==> src/rtl/fetch_unit.sv <==
// ============================================================================
// Module      : fetch_unit
// Description : PC holder and instruction fetch stage (mem req/ack in,
//               valid/ready out to decode).
// Revision    : 1.0 - initial release
// ============================================================================
`default_nettype none

module fetch_unit #(
    parameter int                    DATA_WIDTH = 24,
    parameter int                    ADDR_WIDTH = 24,
    parameter logic [ADDR_WIDTH-1:0] RESET_PC   = '0
) (
    input  logic                  clk_i,
    input  logic                  rst_ni,
    input  logic                  halt_i,
    input  logic                  redirect_i,
    input  logic [ADDR_WIDTH-1:0] redirect_pc_i,
    output logic                  mem_req_o,
    output logic [ADDR_WIDTH-1:0] mem_addr_o,
    input  logic                  mem_ack_i,
    input  logic [DATA_WIDTH-1:0] mem_data_i,
    output logic                  instr_valid_o,
    input  logic                  instr_ready_i,
    output logic [DATA_WIDTH-1:0] instr_out_o,
    output logic [ADDR_WIDTH-1:0] instr_pc_o,
    output logic [ADDR_WIDTH-1:0] pc_plus1_o
);

    localparam logic [1:0] S_IDLE = 2'd0;
    localparam logic [1:0] S_REQ  = 2'd1;
    localparam logic [1:0] S_DROP = 2'd2;
    localparam logic [1:0] S_HOLD = 2'd3;

    logic [1:0]            state_q,    state_d;
    logic [ADDR_WIDTH-1:0] pc_q,       pc_d;
    logic [ADDR_WIDTH-1:0] shadow_q,   shadow_d;
    logic [DATA_WIDTH-1:0] instr_q,    instr_d;
    logic [ADDR_WIDTH-1:0] instr_pc_q, instr_pc_d;
    logic [1:0]            resume_state;

    always_ff @(posedge clk_i or negedge rst_ni) begin
        if (!rst_ni) begin
            state_q    <= S_IDLE;
            pc_q       <= RESET_PC;
            shadow_q   <= '0;
            instr_q    <= '0;
            instr_pc_q <= '0;
        end else begin
            state_q    <= state_d;
            pc_q       <= pc_d;
            shadow_q   <= shadow_d;
            instr_q    <= instr_d;
            instr_pc_q <= instr_pc_d;
        end
    end

    // Halt only gates the start of the next request, never an ongoing one.
    assign resume_state = halt_i ? S_IDLE : S_REQ;

    always_comb begin
        state_d    = state_q;
        pc_d       = pc_q;
        shadow_d   = shadow_q;
        instr_d    = instr_q;
        instr_pc_d = instr_pc_q;
        case (state_q)
            S_IDLE: begin
                if (redirect_i) begin
                    pc_d = redirect_pc_i;
                end
                state_d = resume_state;
            end
            S_REQ: begin
                if (redirect_i) begin
                    pc_d = redirect_pc_i;
                    if (mem_ack_i) begin
                        state_d = resume_state;
                    end else begin
                        // Bus address must stay stable until the old request is acked.
                        shadow_d = pc_q;
                        state_d  = S_DROP;
                    end
                end else if (mem_ack_i) begin
                    instr_d    = mem_data_i;
                    instr_pc_d = pc_q;
                    pc_d       = pc_q + ADDR_WIDTH'(1);
                    state_d    = S_HOLD;
                end
            end
            S_DROP: begin
                if (redirect_i) begin
                    pc_d = redirect_pc_i;
                end
                if (mem_ack_i) begin
                    state_d = resume_state;
                end
            end
            S_HOLD: begin
                if (redirect_i) begin
                    pc_d    = redirect_pc_i;
                    state_d = resume_state;
                end else if (instr_ready_i) begin
                    state_d = resume_state;
                end
            end
            default: state_d = S_IDLE;
        endcase
    end

    always_comb begin
        mem_req_o     = (state_q == S_REQ) || (state_q == S_DROP);
        instr_valid_o = (state_q == S_HOLD);
        mem_addr_o    = (state_q == S_DROP) ? shadow_q : pc_q;
    end

    assign instr_out_o = instr_q;
    assign instr_pc_o  = instr_pc_q;
    assign pc_plus1_o  = instr_pc_q + ADDR_WIDTH'(1);

endmodule

`default_nettype wire

==> config.mk <==
export PLATFORM = sky130hd
export DESIGN_NAME = fetch_unit
export DESIGN_NICKNAME = d
export VERILOG_FILES = /design/src/rtl/fetch_unit.sv
export SDC_FILE = /design/constraint.sdc
export NUM_CORES = 1
export LEC_CHECK = 0
export BUFFER_PORTS_ARGS = -buffer_cell sky130_fd_sc_hd__buf_2
export CORE_ASPECT_RATIO = 1.25
export CORE_UTILIZATION = 30
export DETAILED_ROUTE_END_ITERATION = 6
export PLACE_DENSITY = 0.47
export SYNTH_ARGS = -nofsm -noshare
export SYNTH_HDL_FRONTEND = slang
export SYNTH_SLANG_ARGS = --single-unit
==> constraint.sdc <==
create_clock -name clk_i -period 3.3 [get_ports clk_i]
set_clock_uncertainty 0.2 [all_clocks]
set_input_delay 0.66 -clock clk_i [delete_from_list [all_inputs] [get_ports clk_i]]
set_output_delay 0.66 -clock clk_i [all_outputs]
set_load 0.05 [all_outputs]
[After elaboration in Yosys (flattened, before gate mapping)]
Index checks and enable logic that the tools add are counted.
Word-level totals
  register bits: 98
  bits in latches: 0
  bits in writable memories: 0
  bits of input ports: 54
  memories: 0
  output and inout port bits: 98
  memory bits (read-only): 0
Operators by class
  multipliers: 0
  bitwise operators: 2
  multiplexer cells: 13
  order comparisons: 0
  shift operators: 0
  add/subtract/negate cells: 2
  eq/ne operators: 7
  divide/modulo/power cells: 0
  reduce and logical (&&, ||, !) cells: 7
Operators by type and width (number)
  $mux 24: 4
  $add 24x1->24 const B: 2
  $pmux 24 s2: 1
  $mux 2: 6
  $reduce_and 3->1: 3
  $pmux 2 s4: 1
  $eq 2x2->1 const B: 2
  $ne 3x2->1 const B: 1
  $ne 3x3->1 const B: 1
  $reduce_or 3->1: 1
  $eq 2x1->1 const B: 1
  $logic_not 2->1: 1
  $ne 2x1->1 const B: 1
  $ne 2x2->1 const B: 1
  $not 1->1: 2
  $reduce_and 2->1: 1
  $logic_or 1x1->1: 1
  $mux 1: 1

[Longest topological paths before layout]
  depth in word-level cells: 4
  mapped depth: 8
  depth with buffers taken out: 6

[Worst setup path before layout]
Ideal clock, no wire load.
  kind: flip-flop to output port
  start point: reg instr_pc_q[10] (netlist: instr_pc_o[10])
  end point: out pc_plus1_o[21]
  required time: 2440 ps
  arrival time: 2550 ps
  cell stages (with the launch flop): 6
  path slack: -110 ps
  cells stage by stage: dfrtp_1 > nand3_1 > or4_1 > clkbuf_1 > nor4_1 > xor2_1
Between the ends
  longest elaborated chain between the ends: 1
Ends and longest elaborated chain
  start, declared: RTL line 39  | logic [ADDR_WIDTH-1:0] instr_pc_q, instr_pc_d;
  start signal, assigned: RTL line 54  | instr_pc_q <= instr_pc_d;
  $add 24x1->24: RTL line 119  | assign pc_plus1_o = instr_pc_q + ADDR_WIDTH'(1);
  end, declared: RTL line 27  | output logic [ADDR_WIDTH-1:0] pc_plus1_o
No other way between the ends.

[Final worst setup path]
  start point: reg instr_pc_q[6] (netlist: instr_pc_o[6])
  end point: out pc_plus1_o[19]
The elaborated chain is that of the path after synthesis.

==> qor.yml <==
wl_um: 13400
power.internal_mw: 3.27
syn-num-nets: 497
fillerInstances: 1650
hold_viol: 0
synth-main-ff-cell: "dfrtp_1"
dieHeight_um: 146
start_util: 0.306
pin_count: 152
cts_sinks: 98
synth_area_leaders: "dfrtp_1 (49%), mux2_2 (19%), xnor2_1 (3.5%)"
synth_fa_ha_area_frac: 0.0126
fmax_mhz: 318
peakVddDrop_mv: 0.441
setup_violations: 0
path_class: "reg -> out"
dpl.hpwl_um: 10100
syn_to_final_growth_pct: 27.4
ys_ff_latch: 98
layout-drive-gt1-share: 0.468
numCtsBuffers: 9
post-cts-setup-buffers: 0
grt_max_degree: 51
required_ns: 2.44
final_nets: 647
antenna_found_initial: 0
cts-resized-gates: 0
sw_frac_of_total: 0.530
whs_ns: 0.145
synth_top_family_by_area: "multiplexers"
worstPathMaxFanout: 7
gp_congestion: 0.820
hold_class: "in -> async"
synth_xor_area_frac: 0.0548
viasPerCell: 4.84
synthMuxAreaShare: 0.211
htreeDepth: 3
cp-start-kind: "flop"
status: "finished, final reports clean"
async_flop_share: 1.00
yosys.cell_count.top_type: "dfrtp_1"
critical-path-top-delay-family: "simple AND/OR/NAND/NOR gates"
antenna_cells: 0
fp.dieW_um: 117
leakagePower_nw: 2.82
vias: 3912
power_frac_clock: 0.141
yosysUniqueCellTypes: 37
track_usage: 0.166
critPathMaxStageDelay_ns: 0.54
cts_tree: "yes"
clk_latency_ns: 0.34
final_max_slew_viol_count: 0
synthSimpleGateAreaFrac: 0.125
design_area_mm2: 0.00631
synth_compound_area_frac: 0.0568
p_sw_mw: 3.68
max_cap_viol_count: 0
synth_commonest_cells: "dfrtp_1 (98), mux2_2 (82), nand2_1 (31)"
yosysTopAreaCellShare: 0.495
wire_per_inst_um: 16.6
setup-tns-final_ns: 0
syn-instance-count: 438
core_mm2: 0.0162
crit_slowest_cell: "or4_4"
drcViolationCount: 0
die-area_mm2: 0.0170
p_comb_frac: 0.555
period_share: 0.954
ys_seq_area_frac: 0.495
grt_pass1_wl_um: 21500
crit_chain: "nand4_1, or4_4, nor3_1, xor2_2, buf_2"
final_core_util: 0.390
rows: 52
overflow: 0
cp-end-kind: "output pin"
cts.path.max_buffers: 2
cp_data_arrival_time_ns: 2.29
synth.avg_cell_area_um2: 11.3
ant_nets: 0
dpl_cell_area_mm2: 0.00601
cts_hold_buf: 0
io_buffers: 151
syn_area_mm2: 0.00496
worst_pin_slew_ns: 0.669
seqPwrFrac: 0.304
power_density_mw_per_mm2: 1100
path_buf_inv: 1
ys_warn_count: 0
root_buffer: "clkbuf_16"
grt_setup_unrepaired: "false"
max_slew_margin: 0.554
clkSlewWorstSetupHoldPaths_ns: 0.07
power_mw: 6.95
period_needed_ns: 3.15
grt_pass1_vias: 4009
yosys.area.top_type: "dfrtp_1"
synth_edf_count: 0
firstDrtPassIters: 4
first_iter_violations: 196
-- path summary, 6_finish.rpt --
path                                               to  depth (start not counted)                      start  slack [ns]
max in group asynchronous     shadow_q[7]$_DFFE_PN0P_                          2                     rst_ni        2.03
setup / recovery                       pc_plus1_o[19]                          5  instr_pc_o[6]$_DFFE_PN0P_        0.15
min in group clk_i           shadow_q[15]$_DFFE_PN0P_                          2   shadow_q[15]$_DFFE_PN0P_        0.29
hold reg to reg              shadow_q[15]$_DFFE_PN0P_                          2   shadow_q[15]$_DFFE_PN0P_        0.29
setup reg to reg                 pc_q[23]$_DFFE_PN0P_                          4       pc_q[13]$_DFFE_PN0P_        0.79
hold / removal             instr_out_o[8]$_DFFE_PN0P_                          1                     rst_ni        0.14
-- layout by cell type, fill, tap and decap left out, types with 2 or more instances in the layout --
master / instances
buf_2: 149
nor3_2: 4
mux2_2: 82
or4_1: 8
inv_1: 18
and4_1: 4
nor4_1: 5
or3_1: 2
a311oi_1: 5
nand2_1: 30
o31ai_1: 6
a31oi_1: 10
dfrtp_1: 98
nor3_1: 9
o21ai_1: 2
xor2_1: 6
inv_6: 2
mux2i_1: 2
o21ai_0: 17
and2_1: 3
buf_4: 14
clkbuf_16: 9
ha_1: 5
xor2_2: 5
buf_12: 2
xnor2_1: 19
mux2_1: 9
nor2_1: 18
nand3_1: 19
nand4_1: 13
-- metal layers --
metal  global-route usage  routed length (um)
met1                0.219                5900
met2                0.277                6730
met3               0.0275                 593
met4               0.0481                 165
met5                    0                   0
-- power by group through the flow --
stage | Clock, mW | Combinational (mW) | Sequential [mW]
2_1_floorplan | 0 | 2.00 | 3.09
6_report | 0.980 | 3.86 | 2.11
3_5_place_dp | 0 | 3.89 | 2.14
3_3_place_gp | 0 | 3.88 | 2.10
5_1_grt | 1.07 | 4.07 | 2.19
4_1_cts | 1.02 | 3.89 | 2.11
-- state kept, by name, summed over array words and instances, names as in the netlist --
name / cells
instr_pc_o: 24
pc_q: 24
state_q: 2
instr_out_o: 24
shadow_q: 24
-- cell families (layout without fill, tap and decap cells) --
family	count (synthesis)	after routing
adders and majority gates	5	5
and+or+nand+nor	121	121
buffers and inverters	45	199
muxes	93	93
AOI/OAI and AO/OA	45	45
DFF	98	98
xor gates and xnor gates	31	31
-- worst reg2reg max path, delay by kind of cell (launching register included) --
kind	cells	cell delay (ns)
AO/OA/AOI/OAI	1	0.18
AND/OR/NAND/NOR	3	1.58
flip-flops	1	0.47
-- final cells by class --
cell class                      count  area [um2]  area share
Clock buffer                       10         229      0.0363
Sequential cell                    98        2450       0.388
Multi-Input combinational cell    295        2360       0.373
Timing Repair Buffer              166         898       0.142
Inverter                           18        67.6      0.0107
Clock inverter                      5        38.8     0.00614
Tap cell                          216         270      0.0428
-- metrics by stage --
step	std cells	setup slack [ns]
global placement	793	0.414
CTS	808	0.00231
finish	808	0.152
floorplan	438	0.0109
detailed placement	793	0.376
global route	808	0.0238
Power figures use the tool's default switching activity.
